<file path="src/rtl/flopenr_pipe.sv">
// flopenr_pipe
// ------------
// Elastic register pipeline of DEPTH stages, each holding WIDTH data bits
// plus a valid bit. Entries enter at stage 0 and leave from stage DEPTH-1.
// The stall chain lets entries slide forward into empty stages even while
// the output is stalled, so bubbles collapse toward the output.
//
// Ports
//   clk       : clock, all state updates on the rising edge
//   rst       : synchronous active-high reset; clears data, valid, count
//   en        : 1 = the output stage is consumed this cycle
//   flush     : synchronous discard of every held entry
//   in_valid  : d carries a valid entry
//   d         : input data
//   in_ready  : combinational; entry accepted when in_valid & in_ready
//   q         : data of the output stage (registered)
//   out_valid : valid bit of the output stage (registered)
//   count     : number of valid stages (registered)
//
// DEPTH must be at least 2.

module flopenr_pipe #(
    parameter int WIDTH = 4,
    parameter int DEPTH = 3
) (
    input  logic                         clk,
    input  logic                         rst,
    input  logic                         en,
    input  logic                         flush,
    input  logic                         in_valid,
    input  logic [WIDTH-1:0]             d,
    output logic                         in_ready,
    output logic [WIDTH-1:0]             q,
    output logic                         out_valid,
    output logic [$clog2(DEPTH+1)-1:0]   count
);

    localparam int CW = $clog2(DEPTH+1);

    logic [WIDTH-1:0] data_q [DEPTH];
    logic [WIDTH-1:0] data_d [DEPTH];
    logic [DEPTH-1:0] valid_q;
    logic [DEPTH-1:0] valid_d;
    logic [CW-1:0]    count_q;
    logic [CW-1:0]    count_d;

    logic [DEPTH-1:0] rdy;
    logic             accept;
    logic             consume;

    // A stage may load when it is empty or when the stage after it is
    // itself able to move; the chain starts at the output stage, which
    // frees up when en consumes it.
    always_comb begin
        rdy = '0;
        rdy[DEPTH-1] = en | ~valid_q[DEPTH-1];
        for (int i = DEPTH - 2; i >= 0; i--) begin
            rdy[i] = ~valid_q[i] | rdy[i+1];
        end
    end

    assign in_ready = rdy[0] & ~flush & ~rst;
    assign accept   = in_valid & in_ready;
    assign consume  = en & valid_q[DEPTH-1];

    always_comb begin
        data_d  = data_q;
        valid_d = valid_q;
        count_d = count_q;

        // Stage 0 always loads d when ready; its valid bit only reflects
        // whether the entry was actually accepted.
        if (rdy[0]) begin
            data_d[0]  = d;
            valid_d[0] = accept;
        end

        for (int i = 1; i < DEPTH; i++) begin
            if (rdy[i]) begin
                data_d[i]  = data_q[i-1];
                valid_d[i] = valid_q[i-1];
            end
        end

        // Accept and consume are each at most one per cycle, so the count
        // cannot overflow DEPTH or drop below zero.
        count_d = count_q + CW'(accept) - CW'(consume);

        // Flush drops every entry; data registers are left to whatever the
        // normal path computed since invalid data is don't-care.
        if (flush) begin
            valid_d = '0;
            count_d = '0;
        end
    end

    always_ff @(posedge clk) begin
        if (rst) begin
            for (int i = 0; i < DEPTH; i++) begin
                data_q[i] <= '0;
            end
            valid_q <= '0;
            count_q <= '0;
        end else begin
            data_q  <= data_d;
            valid_q <= valid_d;
            count_q <= count_d;
        end
    end

    assign q         = data_q[DEPTH-1];
    assign out_valid = valid_q[DEPTH-1];
    assign count     = count_q;

endmodule

</file>
<file path="config.mk">
export PLATFORM = sky130hd
export DESIGN_NAME = flopenr_pipe
export DESIGN_NICKNAME = d
export VERILOG_FILES = /design/src/rtl/flopenr_pipe.sv
export SDC_FILE = /design/constraint.sdc
export NUM_CORES = 1
export LEC_CHECK = 0
export ABC_AREA = 1
export CELL_PAD_IN_SITES_DETAIL_PLACEMENT = 1
export CELL_PAD_IN_SITES_GLOBAL_PLACEMENT = 2
export CORE_UTILIZATION = 28
export CTS_CLUSTER_DIAMETER = 150
export DETAILED_ROUTE_END_ITERATION = 8
export PLACE_DENSITY_LB_ADDON = 0.15
export REMOVE_ABC_BUFFERS = 1
export SYNTH_ARGS = -nofsm -noshare
export SYNTH_HDL_FRONTEND = slang
export SYNTH_SLANG_ARGS = --single-unit
</file>
<file path="constraint.sdc">
create_clock -name clk -period 2.7 [get_ports clk]
set_clock_uncertainty 0.15 [all_clocks]
set_input_delay 0.27 -clock clk [delete_from_list [all_inputs] [get_ports clk]]
set_output_delay 0.27 -clock clk [all_outputs]
set_load 0.02 [all_outputs]
</file>
==> metrics.csv <==
metric,value,unit
Worst EP arrival,1.78,ns
CP endpoint,in_ready,
Crit Reg-Reg Endpoint,count[1]$_SDFF_PP0_,
sequential share of the synthesized area,46.6,%
Max VDD drop,0.350,mV
post-CTS sizing,0,
FF-to-FF path depth,9,
Reg area,340,um^2
mapped cell area,731,um^2
Cell variety after synth,12,
Final Util,36.9,%
worst-path fanout max,10,
layout cells sized above 1,6.03,%
clk buf depth,2,
WL met2,631,um
PwrDens,481,nW/um^2
Die Span Y,53.1,um
area of the core,2480,um^2
Final Net Count,128,
TNS Setup,0,ns
top post-synthesis cells by area,"dfxtp_1 47%, nand2_1 10%, nor2_1 10%",
IO buf count,16,
Worst-Margin Slew,0.386,ns
DP Worst Slack,0.510,ns
Worst Setup SP,valid_q[1]$_SDFFE_PP0P_,
vias,589,
Syn Area/Cell,7.23,um^2
"CTS clk-pin slew, worst paths",0.10,ns
clock sinks,17,
cell count after synthesis,101,
max-cap violations,0,
initial antenna violation count,0,
WP data required,2.28,ns
starting DRC count in detailed routing,2,
Fillers,326,
fraction of registers with async set/reset,0,%
Site Rows,18,
CTS tree,done,
RSZ-0062 raised after global routing,false,
# IOs,17,
# setup viols final,0,
"Setup Fix Bufs, Post-CTS",0,
"FF+latch count, synth",17,
P_leak,0.000447,uW
drt pass-1 iters,4,
Detail Route Antenna Nets,0,
total CTS buffers,3,
Ant. Diodes,0,
Die ar.,2820,um^2
hold crit path type,flip-flop to flip-flop,
GPL Wtd Cong,0.644,
HPWL Detailed,1110,um
met1 wire length,702,um
reg2reg setup slack,0.79,ns
YS warnings,0,
Overflow after GRT,0,
dominant synthesized flop cell,dfxtp_1,
htree depth,1,
reg2reg start,valid_q[1]$_SDFFE_PP0P_,
Fin. Hold Viols,0,
global-route wire length before repair,2420,um
Final Max Slew Viols,0,
Critical Path End Type,output pin,
Layout area overhead,25.2,%
Setup CP Type,flip-flop to output pin,
Commonest cells post-synth,"20 x nand2_1, 20 x nor2_1, 18 x inv_1, 17 x dfxtp_1, 7 x a21oi_1",
starting density of the core,29.5,%
Tot GR Track Use,12.1,%
crit share post-route,81.4,%
Post-synth EDFFs,0,
routed length on met3,45,um
Die Span X,53.1,um
Critical Path Source Type,flip-flop,
vias in the first global route,559,
drt total wl,1390,um
Slew headroom,74.2,%
Final min period,2.20,ns
DRC,0,
clock latency on the worst-skew pair,0.28,ns
root buf cell,clkbuf_4,
top-area cell type share of the netlist area,46.6,%
Yosys top cell by area,dfxtp_1,
CTS Hold Buffers Added,0,
area of the multi-input gates,274,um^2
worst setup margin,0.503,ns
top sig layer,met4,
run status,"complete, no violations",
Max Fclk,455,MHz
largest net degree at the start of global routing,12,
per-cell routed wire length,9.54,um
via/cell ratio,4.03,
## cell usage in the layout (no fill, tap or decap)
cell / netlist / routed
nand2_1: 20 / 20
clkbuf_4: 0 / 3
inv_1: 18 / 18
dfxtp_1: 17 / 17
a21oi_1: 7 / 7
buf_4: 5 / 1
o21ai_0: 4 / 4
nand3_1: 5 / 5
nor2_2: 1 / 1
nand4_2: 1 / 1
clkdlybuf4s50_1: 0 / 16
clkinv_2: 0 / 1
ha_1: 2 / 2
nor2_1: 20 / 20
## routing by layer
metal	up-vias	GRT usage, %
li1	332	-
met2	9	20.9
met4	0	2.63
met3	2	5.17
met5	-	0
met1	246	13.7
## metrics by stage
step / std cells / hold WS (ns) / total power [uW] / cell area [um^2]
after floorplan: 95 / 0.189 / 288 / 682
after global placement: 142 / 0.303 / 312 / 887
after detailed placement: 142 / 0.309 / 313 / 887
after CTS: 146 / 0.318 / 451 / 915
after global routing: 146 / 0.334 / 471 / 915
final: 146 / 0.315 / 440 / 915
## worst max-delay path, cell delays in order, from the launching register on
cell and delay (ns):
dfxtp_1 0.49, nand4_2 0.30, nand2_1 0.13, inv_1 0.05, clkdlybuf4s50_1 0.53
## state kept, by name, summed over array words and instances (netlist names)
| signal | cells |
|---|---|
| count | 2 |
| valid_q | 3 |
| data_q | 8 |
| q | 4 |
## area by class of cell
cell class                      instances  share of cell area (%)
Timing Repair Buffer                   17                    18.3
Multi-Input combinational cell         60                    30.0
Sequential cell                        17                    37.2
Tap cell                               30                    4.10
Clock inverter                          1                   0.547
Clock buffer                            3                    2.46
Inverter                               18                    7.39
## how the worst min path moves through the flow
stage	start	to	slack, ns	cells past startpoint
finish	data_q[10]$_SDFFE_PP0N_	data_q[6]$_SDFFE_PP0P_	0.31	2
global placement	data_q[9]$_SDFFE_PP0N_	data_q[5]$_SDFFE_PP0P_	0.30	2
global route	data_q[10]$_SDFFE_PP0N_	data_q[6]$_SDFFE_PP0P_	0.33	2
floorplan	rst	data_q[4]$_SDFFE_PP0P_	0.19	1
CTS	data_q[10]$_SDFFE_PP0N_	data_q[6]$_SDFFE_PP0P_	0.32	2
detailed placement	data_q[10]$_SDFFE_PP0N_	data_q[6]$_SDFFE_PP0P_	0.31	2
## cells by family (layout without fill, tap and decap cells)
logic type / after synthesis / after routing / share of synthesized area [%]
compound gates: 11 / 11 / 7.53
fa+ha+maj: 2 / 2 / 3.42
buf+inv: 24 / 39 / 15.9
flops: 17 / 17 / 46.6
simple gates: 47 / 47 / 26.5
## report_power, final
group	leakage, uW	switching, uW	total, uW	internal, uW
Combinational	0.000290	19.4	42.0	22.6
Sequential	0.000139	4.66	264	259
Clock	0.0000177	79.1	134	55.0
Power figures use the tool's default switching activity.
